`src/rtl/hazard_scoreboard.sv`:
```
// Per-register scoreboard for an in-order scalar pipeline: tracks pending writes
// from fixed and variable-latency units and raises RAW/WAW decode/fetch stalls.
module hazard_scoreboard #(
    parameter int NUM_REGS    = 32,
    parameter int REG_AW      = 5,
    parameter int LAT_W       = 3,
    parameter int LAT_VAR     = 2**LAT_W - 1,
    parameter int STALL_CNT_W = 16
) (
    input  logic                   clk,
    input  logic                   reset,
    input  logic                   issue_valid,
    input  logic                   kill_d,
    input  logic [REG_AW-1:0]      rs,
    input  logic [REG_AW-1:0]      rt,
    input  logic                   use_rs,
    input  logic                   use_rt,
    input  logic [REG_AW-1:0]      rd,
    input  logic                   we,
    input  logic [LAT_W-1:0]       lat,
    input  logic                   wb_valid,
    input  logic [REG_AW-1:0]      wb_rd,
    output logic                   stall_d,
    output logic                   stall_if,
    output logic                   issue,
    output logic [NUM_REGS-1:0]    busy_vec,
    output logic [STALL_CNT_W-1:0] stall_cycles
);

    localparam logic [LAT_W-1:0] LatVar = LAT_W'(LAT_VAR);

    logic [LAT_W-1:0]       cnt_q [NUM_REGS];
    logic [LAT_W-1:0]       cnt_d [NUM_REGS];
    logic [STALL_CNT_W-1:0] stall_cnt_q, stall_cnt_d;
    logic                   raw_hazard, waw_hazard;

    assign raw_hazard = (use_rs && rs != '0 && cnt_q[rs] != '0)
                     || (use_rt && rt != '0 && cnt_q[rt] != '0);

    // A younger write must never complete before an older pending one.
    assign waw_hazard = we && rd != '0 && cnt_q[rd] != '0
                     && (cnt_q[rd] == LatVar || lat < cnt_q[rd]);

    assign stall_d      = issue_valid && !kill_d && (raw_hazard || waw_hazard);
    assign stall_if     = stall_d;
    assign issue        = issue_valid && !kill_d && !stall_d;
    assign stall_cycles = stall_cnt_q;

    always_comb begin
        for (int r = 0; r < NUM_REGS; r++) begin
            cnt_d[r] = cnt_q[r];
            if (r == 0) begin
                cnt_d[r] = '0;
            end else if (issue && we && rd == REG_AW'(r)) begin
                cnt_d[r] = lat;
            end else if (cnt_q[r] == LatVar) begin
                if (wb_valid && wb_rd == REG_AW'(r)) begin
                    cnt_d[r] = '0;
                end
            end else if (cnt_q[r] != '0) begin
                cnt_d[r] = cnt_q[r] - LAT_W'(1);
            end
            busy_vec[r] = (cnt_q[r] != '0);
        end
        stall_cnt_d = stall_cnt_q;
        if (stall_d && stall_cnt_q != '1) begin
            stall_cnt_d = stall_cnt_q + STALL_CNT_W'(1);
        end
    end

    always_ff @(posedge clk or posedge reset) begin
        if (reset) begin
            for (int r = 0; r < NUM_REGS; r++) begin
                cnt_q[r] <= '0;
            end
            stall_cnt_q <= '0;
        end else begin
            cnt_q       <= cnt_d;
            stall_cnt_q <= stall_cnt_d;
        end
    end

endmodule

```
`config.mk`:
```
export PLATFORM = sky130hd
export DESIGN_NAME = hazard_scoreboard
export DESIGN_NICKNAME = d
export VERILOG_FILES = /design/src/rtl/hazard_scoreboard.sv
export SDC_FILE = /design/constraint.sdc
export NUM_CORES = 1
export LEC_CHECK = 0
export BUFFER_PORTS_ARGS = -buffer_cell sky130_fd_sc_hd__buf_2
export CORE_MARGIN = 2
export CORE_UTILIZATION = 34
export DETAILED_ROUTE_END_ITERATION = 8
export GPL_TIMING_DRIVEN = 0
export PLACE_DENSITY_LB_ADDON = 0.3
export SLEW_MARGIN = 30
export SYNTH_ARGS = -nofsm -noshare
export SYNTH_HDL_FRONTEND = slang
export SYNTH_SLANG_ARGS = --single-unit
```
`constraint.sdc`:
```
create_clock -name clk -period 3.75 [get_ports clk]
set_clock_uncertainty 0.05 [all_clocks]
set_input_delay 0.375 -clock clk [delete_from_list [all_inputs] [get_ports clk]]
set_output_delay 0.375 -clock clk [all_outputs]
set_load 0.05 [all_outputs]
```
==> results_dict.tcl, run 1 <==
set metrics [dict create \
    status "finished with violations" \
    violations "setup timing" \
    p_leak_nw 4.872 \
    dpl.hpwl_um 25520 \
    grt_setup_unrepaired "yes" \
    min-delay-start "lat[0]" \
    ios 82 \
    ctsLongestPathBuffers 2 \
    syn_area_per_cell_um2 8.419 \
    antenna_found_initial 0 \
    min_path_cells 2 \
    syn_nets 1204 \
    cts.sinks 109 \
    synth_edf_count 0 \
    p_total_mw 9.978 \
    cts_tree "built" \
    clkLatencyLatePin_ps 370 \
    hp-class "primary input to flip-flop" \
    cp_slowest_stage_delay_ps 480 \
    worst_pin_slew_ps 1356 \
    wl_per_cell_um 21.47 \
    grt_start_max_net_pins 85 \
    worstPathMaxFanout 3 \
    synth-seq-area-share_pct 28.44 \
    grt.total_usage_pct 23.65 \
    drt_iter0_markers 733 \
    timing.fmax_mhz 227.5 \
    setup_tns_ps -21320 \
    clk_pin_slew_worst_paths_ps 80 \
    fp.coreArea_um2 27780 \
    die_h_um 171.9 \
    cts_inserted_buffers 9 \
    synth_ff_type "dfrtp_1" \
    whs_endpoint "cnt_q[72]" \
    fin_crit_sh_pct 117.2 \
    ys_ff_latch 109 \
    synth_cells 1139 \
    max-cap-violations 0 \
    netlist_area_um2 9589 \
    io_buffer_count 75 \
    nFillCells 2854 \
    die_w_um 171.9 \
    routed_wl_um 34930 \
    vias 9453 \
    r2r_end "cnt_q[30]" \
    p_per_area_nw_per_um2 863.6 \
    rows 61 \
    path_cells "mux4_2, mux2_4, o211ai_1, o21a_1, ha_4, a21o_1, a211o_1, a21o_1, o31a_1, o2111a_1, buf_6, buf_12, buf_12, nor2_4, buf_6, buf_8" \
    endpoint_kind "primary output" \
    cp_data_required_time_ps 3320 \
    cts_root_buf "clkbuf_16" \
    utilization_pct 41.59 \
    fin_hold_ws_ps 288.1 \
    via_per_inst 5.810 \
    start_util_pct 34.52 \
    die_area_um2 29560 \
    startpoint_type "flip-flop" \
    setup_viol 104 \
    drt_first_pass_iters 7 \
    grt_pass1_wl_um 52150 \
    synth_cell_type_count 73 \
    antenna_left 0 \
    area_growth_pct 20.49 \
    r2r_cells 16 \
    setup_ws_ps -645.4 \
    grt.overflow.total 0 \
    reg2reg_slack_ps -320 \
    layout.nets 1309 \
    grt_pass1_vias 8929 \
    gp_congestion 1.017 \
    slew_headroom_pct 9.603 \
    ctsHtreeMaxLevel 3 \
    cpMaxStageDelayCell "mux4_2" \
    path_class "flip-flop to primary output" \
    finalMaxSlewViolations 0 \
    yosysWarningCount 0 \
    diodes 0 \
    async_flop_share_pct 100.0 \
    ir_drop_mv 0.4577 \
    hold_violations 0 \
    min_period_ps 4395 \
    final_layout_size_suffix_gt1_share_pct 21.62 \
    r2r_start "cnt_q[7]" \
    drcViolationCount 0 \
    worstPathArrival_ps 3970 \
]
## power by group
group | internal, mW | switching, mW
Clock | 0.471 | 0.520
Sequential | 1.77 | 0.784
Combinational | 2.82 | 3.61
## worst max path at each step
| stage | start | to | cells after the start |
|---|---|---|---|
| 3_5_place_dp | rd[2] | stall_if | 19 |
| 2_1_floorplan | rd[3] | stall_if | 16 |
| 4_1_cts | cnt_q[10] | stall_if | 17 |
| 6_report | cnt_q[7] | stall_if | 16 |
| 3_3_place_gp | reset | cnt_q[75] | 2 |
| 5_1_grt | cnt_q[7] | stall_if | 16 |
## registers in the layout (all words and copies together) (netlist names)
name / flops
cnt_q: 93
stall_cycles: 16
## kinds of logic after synthesis
kind of cell | after synthesis | synth area share, %
buf+inv | 158 | 7.398
fa+ha+maj | 34 | 4.436
simple gates | 398 | 21.44
xor+xnor | 43 | 3.927
other cells | 1 | 0.03911
flops | 109 | 28.44
mux | 124 | 15.96
compound gates | 272 | 18.36
## metrics by stage
step                      cell area [µm²]  std cells  setup WS [ps]
after floorplan                      9654       1139         -287.6
after global placement              10500       1592          -1337
after detailed placement            10540       1593         -717.5
after CTS                           11110       1613         -595.9
after global routing                11550       1627         -751.9
final                               11550       1627         -645.4
## cells in the final DEF, fill, tap and decap left out, drive strengths merged, types with 49 or more instances in the layout
cell,instances
dfrtp,109
buf,131
o21ai,68
inv,79
mux2i,49
mux2,58
nor2,118
a21oi,61
nand3,51
nand2,72
clkbuf,54
## cell type report
class,instances,area [µm²],area share (%)
tap,378,473.0,4.094
timing repair buffer,107,739.5,6.400
clock buffer,9,225.2,1.949
buffer,70,450.4,3.899
inverter,75,289.0,2.502
multi-input combinational,872,6575,56.91
clock inverter,7,65.06,0.5631
sequential,109,2736,23.68
## Yosys cell counts, drive strengths merged (3+ instances only)
cell | count | share of area (%)
a211o | 5 | 0.47
a211oi | 4 | 0.31
a21o | 10 | 0.78
a21oi | 61 | 3.2
a221oi | 4 | 0.43
a311oi | 12 | 1.1
a31oi | 35 | 2.3
a41o | 4 | 0.42
a41oi | 12 | 1.1
and2 | 5 | 0.33
and3 | 25 | 1.9
buf | 27 | 2.3
clkbuf | 56 | 2.2
dfrtp | 109 | 28
ha | 34 | 4.4
inv | 75 | 2.9
mux2 | 58 | 6.9
mux2i | 49 | 5.1
mux4 | 17 | 4.0
nand2 | 72 | 2.8
nand2b | 16 | 1.0
nand3 | 51 | 3.3
nand3b | 3 | 0.23
nand4 | 9 | 0.59
nor2 | 118 | 4.6
nor2b | 15 | 0.98
nor3 | 37 | 2.1
nor4 | 22 | 1.6
nor4b | 4 | 0.43
o211ai | 7 | 0.55
o21ai | 68 | 3.5
o21bai | 3 | 0.23
o221ai | 7 | 0.64
o22ai | 13 | 0.85
o31a | 3 | 0.27
o31ai | 5 | 0.39
o41ai | 4 | 0.37
or2 | 3 | 0.20
or3 | 15 | 0.98
xnor2 | 11 | 1.0
xor2 | 32 | 2.9
## routing by layer
| metal | up-vias | global-route usage [%] | part of all wire (%) |
|---|---|---|---|
| li1 | 4389 | - | - |
| met1 | 4626 | 30.64 | 43 |
| met2 | 368 | 37.24 | 45 |
| met3 | 70 | 7.141 | 8.4 |
| met4 | 0 | 8.696 | 3.3 |
| met5 | - | 0 | 0 |
## critical path: cells and delay by family, from the launching register on
family                     cells  cell delay (ps)
buffers and inverters          5              630
AOI/OAI and AO/OA              7             1420
muxes                          2              740
adders and majority gates      1              230
DFF                            1              460
and+or+nand+nor                1              100
## repair_timing
item	CTS	global route
hold endpoints to repair	25	0
cloned	0	2
hold buffers	1	0
pin swaps	8	18
setup endpoints to repair	100	112
setup buffers	12	16
resized for setup	51	61
Power figures use the tool's default switching activity.
==> run 2, diff against run 1 <==
- RECOVER_POWER: unset -> 100
==> results_dict.tcl, run 2 (synthesis gave the netlist of run 1 again) <==
set metrics [dict create \
    top_usage_layer "met2" \
    startpoint_type "flip-flop" \
    antenna_found_initial 0 \
    ctsLongestPathBuffers 2 \
    final_cell_mix "nor2_1, dfrtp_1, clkbuf_1" \
    fin_hold_ws_ps 271.6 \
    fin_crit_sh_pct 117.2 \
    grt_start_max_net_pins 85 \
    p_per_area_nw_per_um2 866.3 \
    drcViolationCount 0 \
    cp_data_required_time_ps 3320 \
    area_growth_pct 19.48 \
    setup_ws_ps -644.7 \
    max-cap-violations 0 \
    gp_congestion 1.017 \
    setup_viol 104 \
    die_area_um2 29560 \
    start_util_pct 34.52 \
    die_h_um 171.9 \
    endpoint_kind "primary output" \
    dpl.hpwl_um 25520 \
    grt.total_usage_pct 23.65 \
    final_layout_size_suffix_gt1_share_pct 17.93 \
    hp-class "primary input to flip-flop" \
    clk_pin_slew_worst_paths_ps 80 \
    via_per_inst 5.810 \
    ios 82 \
    slew_headroom_pct 11.72 \
    drt_first_pass_iters 5 \
    grtUsageMet1_pct 30.64 \
    routed_wl_um 34880 \
    grt_use_met3_pct 7.141 \
    grt_pass1_wl_um 52150 \
    io_buffer_count 75 \
    min_period_ps 4395 \
    timing.fmax_mhz 227.5 \
    fp.coreArea_um2 27780 \
    cts.sinks 109 \
    p_leak_nw 4.731 \
    hold_violations 0 \
    grt_pass1_vias 8929 \
    crit_buf_inv 5 \
    utilization_pct 41.24 \
    rows 61 \
    layout.nets 1309 \
    finalMaxSlewViolations 0 \
    vias 9453 \
    grt.overflow.total 0 \
    die_w_um 171.9 \
    cts_inserted_buffers 9 \
    path_cells "mux4_2, mux2_4, o211ai_1, o21a_1, ha_4, a21o_1, a211o_1, a21o_1, o31a_1, o2111a_1, buf_6, buf_12, buf_12, nor2_4, buf_6, buf_8" \
    met2_usage_pct 37.24 \
    worstPathArrival_ps 3970 \
    ir_drop_mv 0.4510 \
    wl_per_cell_um 21.44 \
    crit_family "compound AO/OA/AOI/OAI gates" \
    worst_pin_slew_ps 1324 \
    clkLatencyLatePin_ps 380 \
    largest_reg_flops 93 \
    grt_setup_unrepaired "yes" \
    diodes 0 \
    cts_root_buf "clkbuf_16" \
    cpMaxStageDelayCell "mux4_2" \
    status "finished with violations" \
    violations "setup timing" \
    path_class "flip-flop to primary output" \
    layout_commonest_cell "nor2_1" \
    cp_slowest_stage_delay_ps 480 \
    worstPathMaxFanout 3 \
    drt_iter0_markers 772 \
    antenna_left 0 \
    cts_tree "built" \
    largest-register "cnt_q" \
    ctsHtreeMaxLevel 3 \
]
-- run 2: changes by cell type in the layout (fill, tap and decap cells not counted), sizes merged --
| cell | before | now |
|---|---|---|
| inv | 79 | 78 |
| clkbuf | 54 | 102 |
| buf | 131 | 83 |
| clkinvlp | 0 | 1 |
-- run 2: per-layer routing --
layer	part of all wire, %	up-vias
li1	-	4384
met1	43	4601
met2	45	393
met3	8.9	75
met4	3.3	0
met5	0	-
-- run 2: area by class of cell --
| class | instances | area [µm²] |
|---|---|---|
| tap | 378 | 473.0 |
| sequential | 109 | 2736 |
| buffer | 70 | 450.4 |
| inverter | 75 | 282.8 |
| fill | 2870 | 16320 |
| multi-input combinational | 872 | 6563 |
| timing repair buffer | 107 | 661.9 |
| clock buffer | 9 | 225.2 |
| clock inverter | 7 | 65.06 |
-- run 2: repair_timing --
action                     CTS  global route
hold buffers                 1             0
gates resized for setup     51            61
hold endpoints to repair    25             0
pin swaps                    8            18
cloned                       0             2
setup endpoints to repair  100           112
buffers inserted            12            16
-- run 2: path summary, 6_finish.rpt --
check	start	end	slack (ps)	cells after the start
worst max register to register	cnt_q[7]	cnt_q[30]	-320	16
worst min register to register	stall_cycles[14]	stall_cycles[14]	440	1
min in group asynchronous	reset	cnt_q[66]	740	3
worst max-delay path	cnt_q[7]	stall_if	-640	16
worst min-delay path	lat[0]	cnt_q[72]	270	2
max in group asynchronous	reset	cnt_q[31]	950	4
-- run 2: report_power, final --
group          switching, mW  internal (mW)
sequential             0.784           1.77
combinational           3.60           2.77
clock                  0.525          0.470
-- run 2: metrics by stage --
step / setup TNS, ps / instance area (µm²) / power, mW / std cells / worst slack, ps
6_report: -20470 / 11460 / 9.925 / 1627 / -644.7
5_1_grt: -31630 / 11460 / 10.75 / 1627 / -751.9
4_1_cts: -12470 / 11110 / 9.513 / 1613 / -595.9
2_1_floorplan: -360.3 / 9654 / 6.926 / 1139 / -287.6
3_5_place_dp: -31760 / 10540 / 8.359 / 1593 / -717.5
3_3_place_gp: -174240 / 10500 / 8.194 / 1592 / -1337
==> run 3, diff against run 2 <==
- CORE_UTILIZATION: 34 -> 25
==> results_dict.tcl, run 3 (synthesis gave the netlist of run 1 again) <==
set metrics [dict create \
    cp_slowest_stage_delay_ps 480 \
    die_w_um 199.9 \
    ir_drop_mv 0.3718 \
    reg2reg_slack_ps -330 \
    grt_pass1_wl_um 55930 \
    path_cells "mux4_2, mux2_4, o211ai_1, o21a_1, ha_4, a21o_1, a211o_1, a21o_1, o31a_1, o2111a_2, buf_12, buf_12, nor2_4, buf_6, buf_8" \
    cts_root_buf "clkbuf_16" \
    drt_first_pass_iters 5 \
    grt_start_max_net_pins 58 \
    dp.cells 1726 \
    fin_hold_ws_ps 298.9 \
    slew_headroom_pct -44.87 \
    hp-class "primary input to flip-flop" \
    setup_ws_ps -567.7 \
    io_buffer_count 75 \
    vias 9572 \
    cts_inserted_buffers 9 \
    endpoint_kind "primary output" \
    min-delay-start "lat[0]" \
    antenna_left 0 \
    worstPathMaxFanout 6 \
    clk_pin_slew_worst_paths_ps 80 \
    crit_family "compound AO/OA/AOI/OAI gates" \
    status "finished with violations" \
    min_period_ps 4318 \
    setup_viol 93 \
    path_class "flip-flop to primary output" \
    layout_commonest_cell "nor2_1" \
    rows 71 \
    final_cell_mix "nor2_1, dfrtp_1, clkbuf_1" \
    layout.nets 1316 \
    utilization_pct 31.49 \
    antenna_found_initial 1 \
    die_area_um2 39940 \
    postPlaceCellArea_um2 10720 \
    fp.coreArea_um2 37760 \
    drcViolationCount 0 \
    cts.sinks 109 \
    ctsHtreeMaxLevel 3 \
    grt.total_usage_pct 18.72 \
    drt_iter0_markers 935 \
    p_total_mw 10.16 \
    via_per_inst 5.414 \
    max-cap-violations 1 \
    finalMaxSlewViolations 54 \
    fin_crit_sh_pct 115.1 \
    r2r_end "cnt_q[72]" \
    p_per_area_nw_per_um2 855.0 \
    min_path_cells 2 \
    gp_congestion 0.9901 \
    r2r_start "cnt_q[34]" \
    area_growth_pct 23.97 \
    cts_tree "built" \
    start_util_pct 25.40 \
    cpMaxStageDelayCell "dfrtp_2" \
    die_h_um 199.9 \
    p_leak_nw 4.868 \
    clkLatencyLatePin_ps 380 \
    largest_reg_flops 93 \
    grt.overflow.total 0 \
    worstPathArrival_ps 3890 \
    instances_no_fill 1768 \
    crit_buf_inv 4 \
    final_cell_area_um2 11890 \
    wl_per_cell_um 21.16 \
    worst_pin_slew_ps 2173 \
    startpoint_type "flip-flop" \
    whs_endpoint "cnt_q[72]" \
    r2r_cells 16 \
    dpl.hpwl_um 27130 \
    largest-register "cnt_q" \
    grt_pass1_vias 9133 \
    hold_violations 0 \
    final_layout_size_suffix_gt1_share_pct 20.14 \
    cp_data_required_time_ps 3320 \
    grt_setup_unrepaired "yes" \
    routed_wl_um 37410 \
    timing.fmax_mhz 231.6 \
    violations "capacitance limit, slew limit, setup timing" \
    ios 82 \
    ctsLongestPathBuffers 2 \
]
[run 3: routing by layer]
metal | vias up | global-route usage, % | wire length (µm)
met5 | - | 0 | 0
met4 | 0 | 6.749 | 1167
met3 | 67 | 4.318 | 2884
met2 | 386 | 29.36 | 16920
met1 | 4723 | 25.15 | 16440
li1 | 4396 | - | -
[run 3: cell type report]
cell class                 instances  area, µm²
multi-input combinational        872       6668
sequential                       109       2736
clock buffer                      10      239.0
clock inverter                     6      53.80
fill                            4060      25870
buffer                            67      429.2
timing repair buffer             117      838.3
tap                              511      639.4
inverter                          75      281.5
antenna                            1      2.502
[run 3: report_power, final]
group	leakage, nW	internal (mW)	switching [mW]
combinational	3.42	2.89	3.68
clock	0.140	0.484	0.530
sequential	1.31	1.77	0.807
total	4.87	5.14	5.02
[run 3: how the worst max path moves through the flow]
stage,slack [ps],cells after the start,endpoint,startpoint
CTS,-580,17,stall_if,cnt_q[10]
global placement,-1530,2,cnt_q[73],reset
detailed placement,-670,18,stall_if,rd[1]
global route,-640,15,stall_if,cnt_q[34]
finish,-570,15,stall_if,cnt_q[34]
floorplan,-290,16,stall_if,rd[3]
[run 3: what timing repair did]
item | 4_1_cts | 5_1_grt
cloned | 3 | 0
gates resized for setup | 127 | 24
endpoints found under the setup margin | 99 | 106
hold buffers | 1 | 0
setup buffers | 35 | 3
pin swaps | 23 | 1
hold endpoints to repair | 50 | 0
[run 3: per-stage QoR]
| stage | worst slack [ps] | setup TNS (ps) |
|---|---|---|
| CTS | -583.7 | -17180 |
| finish | -567.7 | -13830 |
| floorplan | -287.6 | -360.3 |
| global route | -643.4 | -28560 |
| global placement | -1533 | -192550 |
| detailed placement | -671.8 | -26450 |
